<file path="src/rtl/scratch_pad_pkg.sv">
// Shared scratch pad definitions: geometry, log2 helper and stream-port state encoding.
package scratch_pad_pkg;

   function automatic int sp_clog2(input int value);
      int r;
      r = 0;
      while ((1 << r) < value) r++;
      return r;
   endfunction

   localparam int SP_WIDTH      = 64;
   localparam int SP_WORDS      = 4096;
   localparam int SP_ADDR_WIDTH = sp_clog2(SP_WORDS);

   typedef logic [1:0] sp_state_t;

   localparam sp_state_t ST_IDLE  = 2'd0;
   localparam sp_state_t ST_ISSUE = 2'd1;
   localparam sp_state_t ST_DRAIN = 2'd2;

endpackage

</file>
<file path="src/rtl/scratch_pad_stream_port_fifo.sv">
// First-word fall-through FIFO holding read responses until the consumer takes them.
module sync_fifo_fwft
   import scratch_pad_pkg::*;
#(
   parameter int WIDTH = SP_WIDTH,
   parameter int DEPTH = 8
) (
   input  logic             clk,
   input  logic             rst,
   input  logic             i_push,
   input  logic [WIDTH-1:0] i_din,
   input  logic             i_pop,
   output logic [WIDTH-1:0] o_dout,
   output logic             o_empty,
   output logic             o_full
);

   localparam int IDX_BITS = sp_clog2(DEPTH);
   localparam int PTR_BITS = IDX_BITS + 1;

   logic [WIDTH-1:0]    r_mem [DEPTH];
   logic [PTR_BITS-1:0] r_wptr;
   logic [PTR_BITS-1:0] r_rptr;
   logic                w_do_push;
   logic                w_do_pop;

   // Extra pointer bit distinguishes full from empty when the indices match.
   assign o_empty   = (r_wptr == r_rptr);
   assign o_full    = (r_wptr[IDX_BITS-1:0] == r_rptr[IDX_BITS-1:0]) &&
                      (r_wptr[PTR_BITS-1] != r_rptr[PTR_BITS-1]);
   assign w_do_push = i_push && !o_full;
   assign w_do_pop  = i_pop && !o_empty;
   assign o_dout    = r_mem[r_rptr[IDX_BITS-1:0]];

   always_ff @(posedge clk or posedge rst) begin
      if (rst) begin
         r_wptr <= '0;
         r_rptr <= '0;
      end else begin
         if (w_do_push) r_wptr <= r_wptr + PTR_BITS'(1);
         if (w_do_pop)  r_rptr <= r_rptr + PTR_BITS'(1);
      end
   end

   always_ff @(posedge clk) begin
      if (w_do_push) r_mem[r_wptr[IDX_BITS-1:0]] <= i_din;
   end

endmodule

</file>
<file path="src/rtl/scratch_pad_stream_port.sv">
// Burst front-end for one scratch pad port: splits commands into single-word
// requests and returns read data as a credit-limited ready/valid stream.
//
//   state    | meaning
//   ---------+--------------------------------------------------------
//   ST_IDLE  | cmd_ready high, waiting for a burst command
//   ST_ISSUE | issuing one word request per cycle while allowed
//   ST_DRAIN | all reads issued, waiting for every word to be consumed
module scratch_pad_stream_port
   import scratch_pad_pkg::*;
#(
   parameter int WIDTH       = SP_WIDTH,
   parameter int ADDR_WIDTH  = SP_ADDR_WIDTH,
   parameter int LEN_WIDTH   = 13,
   parameter int CREDITS     = 8,
   parameter int CREDIT_BITS = sp_clog2(CREDITS) + 1
) (
   input  logic                  clk,
   input  logic                  rst,
   input  logic                  cmd_valid,
   output logic                  cmd_ready,
   input  logic                  cmd_write,
   input  logic [ADDR_WIDTH-1:0] cmd_addr,
   input  logic [LEN_WIDTH-1:0]  cmd_len,
   input  logic                  wdata_valid,
   output logic                  wdata_ready,
   input  logic [WIDTH-1:0]      wdata,
   output logic                  rdata_valid,
   input  logic                  rdata_ready,
   output logic [WIDTH-1:0]      rdata,
   output logic                  busy,
   output logic                  done,
   output logic                  sp_rd_en,
   output logic                  sp_wr_en,
   output logic [ADDR_WIDTH-1:0] sp_addr,
   output logic [WIDTH-1:0]      sp_d,
   input  logic                  sp_full,
   input  logic                  sp_valid,
   input  logic [WIDTH-1:0]      sp_q,
   output logic                  sp_stall
);

   localparam logic [CREDIT_BITS-1:0] C_CREDITS = CREDIT_BITS'(CREDITS);

   sp_state_t              r_state;
   logic [ADDR_WIDTH-1:0]  r_addr;
   logic [LEN_WIDTH-1:0]   r_remain;
   logic                   r_write;
   logic                   r_done;
   logic [CREDIT_BITS-1:0] r_reserved;

   logic w_issue;
   logic w_rd_issue;
   logic w_wr_issue;
   logic w_last;
   logic w_push;
   logic w_pop;
   logic w_fifo_empty;
   logic w_fifo_full;

   // Issue is combinational on sp_full so a request never lands on a full port.
   assign w_issue    = (r_state == ST_ISSUE) && !sp_full &&
                       (r_write ? wdata_valid : (r_reserved < C_CREDITS));
   assign w_wr_issue = w_issue && r_write;
   assign w_rd_issue = w_issue && !r_write;
   assign w_last     = (r_remain == LEN_WIDTH'(1));
   assign w_pop      = !w_fifo_empty && rdata_ready;
   // Responses arriving with no reservation outstanding are dropped.
   assign w_push     = sp_valid && !w_fifo_full && (r_reserved != '0);

   assign cmd_ready   = (r_state == ST_IDLE);
   assign busy        = (r_state != ST_IDLE);
   assign done        = r_done;
   assign wdata_ready = w_wr_issue;
   assign sp_wr_en    = w_wr_issue;
   assign sp_rd_en    = w_rd_issue;
   assign sp_addr     = r_addr;
   assign sp_d        = wdata;
   assign sp_stall    = w_fifo_full;
   assign rdata_valid = !w_fifo_empty;

   always_ff @(posedge clk or posedge rst) begin
      if (rst) begin
         r_state  <= ST_IDLE;
         r_addr   <= '0;
         r_remain <= '0;
         r_write  <= 1'b0;
         r_done   <= 1'b0;
      end else begin
         r_done <= 1'b0;
         case (r_state)
            ST_IDLE: begin
               if (cmd_valid) begin
                  r_addr   <= cmd_addr;
                  r_remain <= cmd_len;
                  r_write  <= cmd_write;
                  if (cmd_len == '0) r_done  <= 1'b1;
                  else               r_state <= ST_ISSUE;
               end
            end
            ST_ISSUE: begin
               if (w_issue) begin
                  r_addr   <= r_addr + ADDR_WIDTH'(1);
                  r_remain <= r_remain - LEN_WIDTH'(1);
                  if (w_last) begin
                     if (r_write) begin
                        r_done  <= 1'b1;
                        r_state <= ST_IDLE;
                     end else begin
                        r_state <= ST_DRAIN;
                     end
                  end
               end
            end
            ST_DRAIN: begin
               if (r_reserved == '0) begin
                  r_done  <= 1'b1;
                  r_state <= ST_IDLE;
               end
            end
            default: r_state <= ST_IDLE;
         endcase
      end
   end

   // A credit is held from read issue until the word is handed to the consumer.
   always_ff @(posedge clk or posedge rst) begin
      if (rst) begin
         r_reserved <= '0;
      end else begin
         case ({w_rd_issue, w_pop})
            2'b10:   r_reserved <= r_reserved + CREDIT_BITS'(1);
            2'b01:   if (r_reserved != '0) r_reserved <= r_reserved - CREDIT_BITS'(1);
            default: r_reserved <= r_reserved;
         endcase
      end
   end

   sync_fifo_fwft #(
      .WIDTH (WIDTH),
      .DEPTH (CREDITS)
   ) u_rsp_fifo (
      .clk     (clk),
      .rst     (rst),
      .i_push  (w_push),
      .i_din   (sp_q),
      .i_pop   (w_pop),
      .o_dout  (rdata),
      .o_empty (w_fifo_empty),
      .o_full  (w_fifo_full)
   );

endmodule
</file>
<file path="config.mk">
export PLATFORM = sky130hd
export DESIGN_NAME = scratch_pad_stream_port
export DESIGN_NICKNAME = d
export VERILOG_FILES = /design/src/rtl/scratch_pad_pkg.sv /design/src/rtl/scratch_pad_stream_port_fifo.sv /design/src/rtl/scratch_pad_stream_port.sv
export SDC_FILE = /design/constraint.sdc
export NUM_CORES = 1
export LEC_CHECK = 0
export CORE_UTILIZATION = 57
export DETAILED_ROUTE_END_ITERATION = 8
export DONT_BUFFER_PORTS = 1
export PLACE_DENSITY = 0.75
export SLEW_MARGIN = 20
export SYNTH_ARGS = -nofsm -noshare
export SYNTH_HDL_FRONTEND = slang
export SYNTH_SLANG_ARGS = --single-unit
</file>
<file path="constraint.sdc">
create_clock -name clk -period 6.1 [get_ports clk]
set_input_delay 1.22 -clock clk [delete_from_list [all_inputs] [get_ports clk]]
set_output_delay 1.22 -clock clk [all_outputs]
set_load 0.05 [all_outputs]
</file>
* Word-level counts from Yosys, hierarchy flattened *
Memory sizes are Yosys's and may differ from the RTL's.
Cells that the tools add are included.

cells by class
  $add $sub $neg = 6
  order comparisons = 1
  eq/ne operators = 14
  mux-type cells = 25
  reductions and logical operators = 25

operators with widths
  operator                                              count
  2-to-1 mux 13 bit                                     2
  case mux 13 bit (2 select lines)                      1
  2-to-1 mux 12 bit                                     2
  case mux 12 bit (2 select lines)                      1
  equality test 13 x 1 -> 1 bit, second input constant  1
  zero test 13 bit                                      1
  subtractor 13 x 1 -> 13 bit, second input constant    1
  adder 12 x 1 -> 12 bit, second input constant         1
  adder 4 x 1 -> 4 bit, second input constant           3
  2-to-1 mux 2 bit                                      6
  inequality test 2 bit, second input constant          6
  logical AND 1 bit                                     10
  2-to-1 mux 1 bit                                      9
  case mux 4 bit (2 select lines)                       1
  case mux 2 bit (3 select lines)                       1
  nonzero test 2 bit                                    3
  AND reduction 5 bit                                   1
  equality test 2 x 1 -> 1 bit, second input constant   2
  equality test 2 bit, second input constant            2
  equality test 4 bit                                   1
  zero test 1 bit                                       4
  zero test 4 bit                                       1
  less-than comparator 4 bit, second input constant     1
  2-to-1 mux 4 bit                                      1
  other kinds (8)                                       9

storage, ports and cells
  bits in registers = 41
  memory bits (writable) = 512
  input port bits = 161
  output and inout bits = 148
  logic and storage cells = 80
  memories = 1

memories
  memory            depth  bits a word  rd ports  clocked after memory_dff  write ports  line                                text
  u_rsp_fifo.r_mem  8      64           1         0                         1            scratch_pad_stream_port_fifo.sv:21  logic [WIDTH-1:0] r_mem [DEPTH];

* Longest topological paths before layout *
  word-level depth = 8
  gate-level depth with buffers = 10
  gate-level depth less buffers = 8

* Hierarchy *
From an unflattened synthesis, not the netlist that was laid out.

unflattened totals
  cell total of the unflattened synthesis = 1116
  area total of the unflattened synthesis = 22397.7 sq um

modules (own cells, without submodules)
  module                   times used  cells an instance  area each (sq um)  seq. area each (sq um)
  sync_fifo_fwft           1           801                19782.7            15574.9
  scratch_pad_stream_port  1           315                2615.0             825.8

* Worst setup path after synthesis *
OpenSTA, ideal clock, no wires.

  path type = input to register
  start = input port sp_valid
  end = memory u_rsp_fifo.r_mem[7][0] in the netlist's numbering, enable pin
  setup time = 0.583 ns
  arrival = 6.195 ns
  data required time = 5.517 ns
  setup slack = -0.678 ns
  stages on the path = 2
  path buffers = 0
  cells stage by stage = and2_1 -> nor3b_1

on the way
  cells in the longest elaborated chain, start to end = 5

RTL lines
  element                                 line                                text
  from (decl)                             scratch_pad_stream_port.sv:38       input logic sp_valid,
  logical AND 1 bit (2 in series)         scratch_pad_stream_port.sv:69       assign w_push = sp_valid && !w_fifo_full && (r_reserved != '0);
  logical AND 1 bit                       scratch_pad_stream_port_fifo.sv:31  assign w_do_push = i_push && !o_full;
  2-to-1 mux 1 bit                        scratch_pad_stream_port_fifo.sv:46  if (w_do_push) r_mem[r_wptr[IDX_BITS-1:0]] <= i_din;
  2-to-1 mux 1 bit (implied by the code)  scratch_pad_stream_port_fifo.sv:46
  to (decl)                               scratch_pad_stream_port_fifo.sv:21

No other way between the ends.

* Final worst setup path *
  start = register u_rsp_fifo.r_rptr[0]
  end = output port rdata[36]

on the way
  cells in the longest elaborated chain, start to end = 1

RTL lines
  element                 line                                text
  from (decl)             scratch_pad_stream_port_fifo.sv:23  logic [PTR_BITS-1:0] r_rptr;
  from (signal assigned)  scratch_pad_stream_port_fifo.sv:41  if (w_do_pop) r_rptr <= r_rptr + PTR_BITS'(1);
  memory (8 x 64 bit)     --
  to (decl)               scratch_pad_stream_port.sv:30       output logic [WIDTH-1:0] rdata,

No other way between the ends.

==> out/results.tsv <==
metric	value	unit
status	complete, no violations	
Fin Setup TNS	0	ns
Async S/R FF share, synth	7.41	%
DRC violations left	0	
Leakage	7.77	nW
largest net degree at the start of global routing	75	
max_cap viols	0	
Tightest Pin Transition	0.959	ns
skew final	0.0160	ns
total die area	39900	sq um
Post-Syn Instances	1099	
min cycle time layout	4.35	ns
Die Y	200	um
Crit path arrival time	3.13	ns
Clock Tree Buf Depth	3	
Die X-Extent	200	um
synthesized area	22300	sq um
HP Class	in2async	
vias in the first global route	10398	
Setup crit end kind	output pin	
Post-CTS Setup Inserts	0	
post_cts resized	0	
crit-path max cell delay	0.97	ns
final setup fails	0	
FF-to-FF Start	u_rsp_fifo.r_rptr[0]	
Hold WS	0.356	ns
number of port buffers	0	
Max Slew Vio Count	0	
layout cells sized above 1	29.6	%
EDFF count, synth	512	
final hold vios	0	
Via-to-Cell Ratio	6.27	
dpl cell area	22500	sq um
CTS sink count	553	
DRT antenna net count	0	
worst r2r path cells	6	
Main synth FF type	edfxtp_1	
Reg clk slew, reported paths	0.06	ns
gr usage total	21.9	%
synthesized net count	1266	
initial core utilization	57.7	%
startpoint types	register	
Num CTS Buffers	54	
sequential cell area fraction in the yosys report	73.5	%
synthesized flop and latch total	553	
peak supply drop	0.000381	V
CP max FO	41	
vias	10202	
Tcrit/Tclk final	71.3	%
total wire length	43.2	mm
DR WL/cell	26.5	um
Root Driver	clkbuf_16	
Final nets	1230	
fin area	24300	sq um
CTS tree	done	
# hold bufs at CTS	0	
GR Overflow Total	0	
Worst-Skew Late Latency	0.59	ns
H-Tree Level Count	2	
RD Place Congestion	0.758	
relative slew slack	36.1	%
RSZ-0062 raised after global routing	false	
Ys Warns	0	
Max stage delay cell, worst path	dfrtp_4	
r2r endpoint	u_rsp_fifo.r_mem[4][58]	
reg2reg setup slack	2.54	ns
floorplan row count	72	
WS Path Type	reg2out	
critical path data required time	4.88	ns
Starting DRT DRC Count	737	
dpl hpwl	23.2	mm
first-pass GRT wire length	63.2	mm
power per cell area	538	nW/um^2
Syn-to-layout area delta	9.04	%
initial antenna violation count	0	
core footprint	38600	sq um
total I/O pin count	309	
1st-pass router iterations	4	
Unique masters post-synth	59	
Max Freq	0.230	GHz
crit path cell chain	buf_4 -> mux4_2 -> mux2_2	
mean area per synthesized cell	20.3	sq um
[cells by family after synthesis]
| family | Yosys count | synth area share, % |
|---|---|---|
| simple gates | 111 | 2.70 |
| buf+inv | 128 | 3.52 |
| xor+xnor | 14 | 0.550 |
| compound gates | 89 | 2.89 |
| flops | 553 | 73.5 |
| mux | 198 | 16.4 |
| fa+ha+maj | 6 | 0.337 |
[metrics by stage]
step | util (%) | std cells | setup slack [ns] | power, W
after floorplan | - | 1099 | 1.36 | 0.00918
after global placement | 58.3 | 1523 | 2.36 | 0.00981
after detailed placement | 58.3 | 1524 | 2.30 | 0.00991
after CTS | 62.9 | 1626 | 1.65 | 0.0132
after global routing | 62.9 | 1627 | 1.54 | 0.0136
final | 62.9 | 1628 | 1.75 | 0.0131
[cells in the final DEF (no fill, tap or decap), types with 6 or more instances in the layout]
cell       synthesis  layout
o21ai_0           13      13
clkinv_2           0      11
ha_1               6       6
dfrtp_1           41      38
nor3_1            11       9
nor2_1            22      17
nand2_1           17      17
clkbuf_16          0      55
clkinv_1           0      12
mux4_2           128     128
nand3_1           14      14
mux2_2            67      67
nor4_1             7       7
clkbuf_1          26      12
xor2_1            10      10
buf_4             66      20
o22ai_1           12      12
bufinv_16          0       6
edfxtp_1         512     512
nand4_1            6       6
a21oi_1           22      22
inv_1             10      10
[per-layer routing]
layer  routed length (um)  vias up  share of wire, %  global-route usage [%]
li1                     -     4374                 -                       -
met1                17600     5361                41                    29.2
met2                21100      373                49                    34.5
met3                 3400       94               7.9                    5.98
met4                 1060        0               2.4                    8.65
met5                    0        -                 0                       0
[power by group]
group          internal, W  switching [W]  total (W)
clock              0.00191        0.00138    0.00329
sequential         0.00480       0.000644    0.00545
combinational      0.00153        0.00281    0.00434
total              0.00825        0.00483     0.0131
[Yosys cell counts (10+ instances only)]
library cell / instances / area [sq um]
nand2_1: 17 / 63.8
nor2_1: 22 / 82.6
clkbuf_1: 26 / 97.6
mux4_2: 128 / 2880
o22ai_1: 12 / 75.1
dfrtp_1: 41 / 1030
nor3_1: 11 / 55.1
buf_4: 66 / 495
a21oi_1: 22 / 110
inv_1: 10 / 37.5
edfxtp_1: 512 / 15400
mux2_2: 67 / 754
o21ai_0: 13 / 65.1
buf_2: 16 / 80.1
nand3_1: 14 / 70.1
xor2_1: 10 / 87.6
[area by class of cell]
class,instances,area (sq um)
sequential,553,16400
antenna,1,2.50
multi-input combinational,418,5190
inverter,10,37.5
tap,518,648
timing repair buffer,26,269
clock buffer,67,1420
clock inverter,35,339
fill,2543,14300
[critical path, delay by kind of cell, from the launching register on]
kind	cells	cell delay, ns
DFF	1	0.97
buffers and inverters	1	0.53
muxes	2	0.98
[flip-flops by register name, indices dropped and copies added, names as in the netlist]
| signal | cells |
|---|---|
| done | 1 |
| r_remain | 13 |
| r_reserved | 4 |
| r_state | 2 |
| r_write | 1 |
| sp_addr | 12 |
| u_rsp_fifo.r_mem | 512 |
| u_rsp_fifo.r_rptr | 4 |
| u_rsp_fifo.r_wptr | 4 |
[how the worst max path moves through the flow]
stage	start	to	slack (ns)
final	u_rsp_fifo.r_rptr[0]	rdata[36]	1.75
after global routing	u_rsp_fifo.r_rptr[0]	rdata[40]	1.54
after CTS	u_rsp_fifo.r_rptr[0]	rdata[36]	1.65
after detailed placement	u_rsp_fifo.r_rptr[0]	rdata[36]	2.30
after global placement	u_rsp_fifo.r_rptr[0]	rdata[31]	2.36
after floorplan	sp_valid	u_rsp_fifo.r_mem[6][0]	1.36
Note: power is estimated with default switching activity, not from simulation.
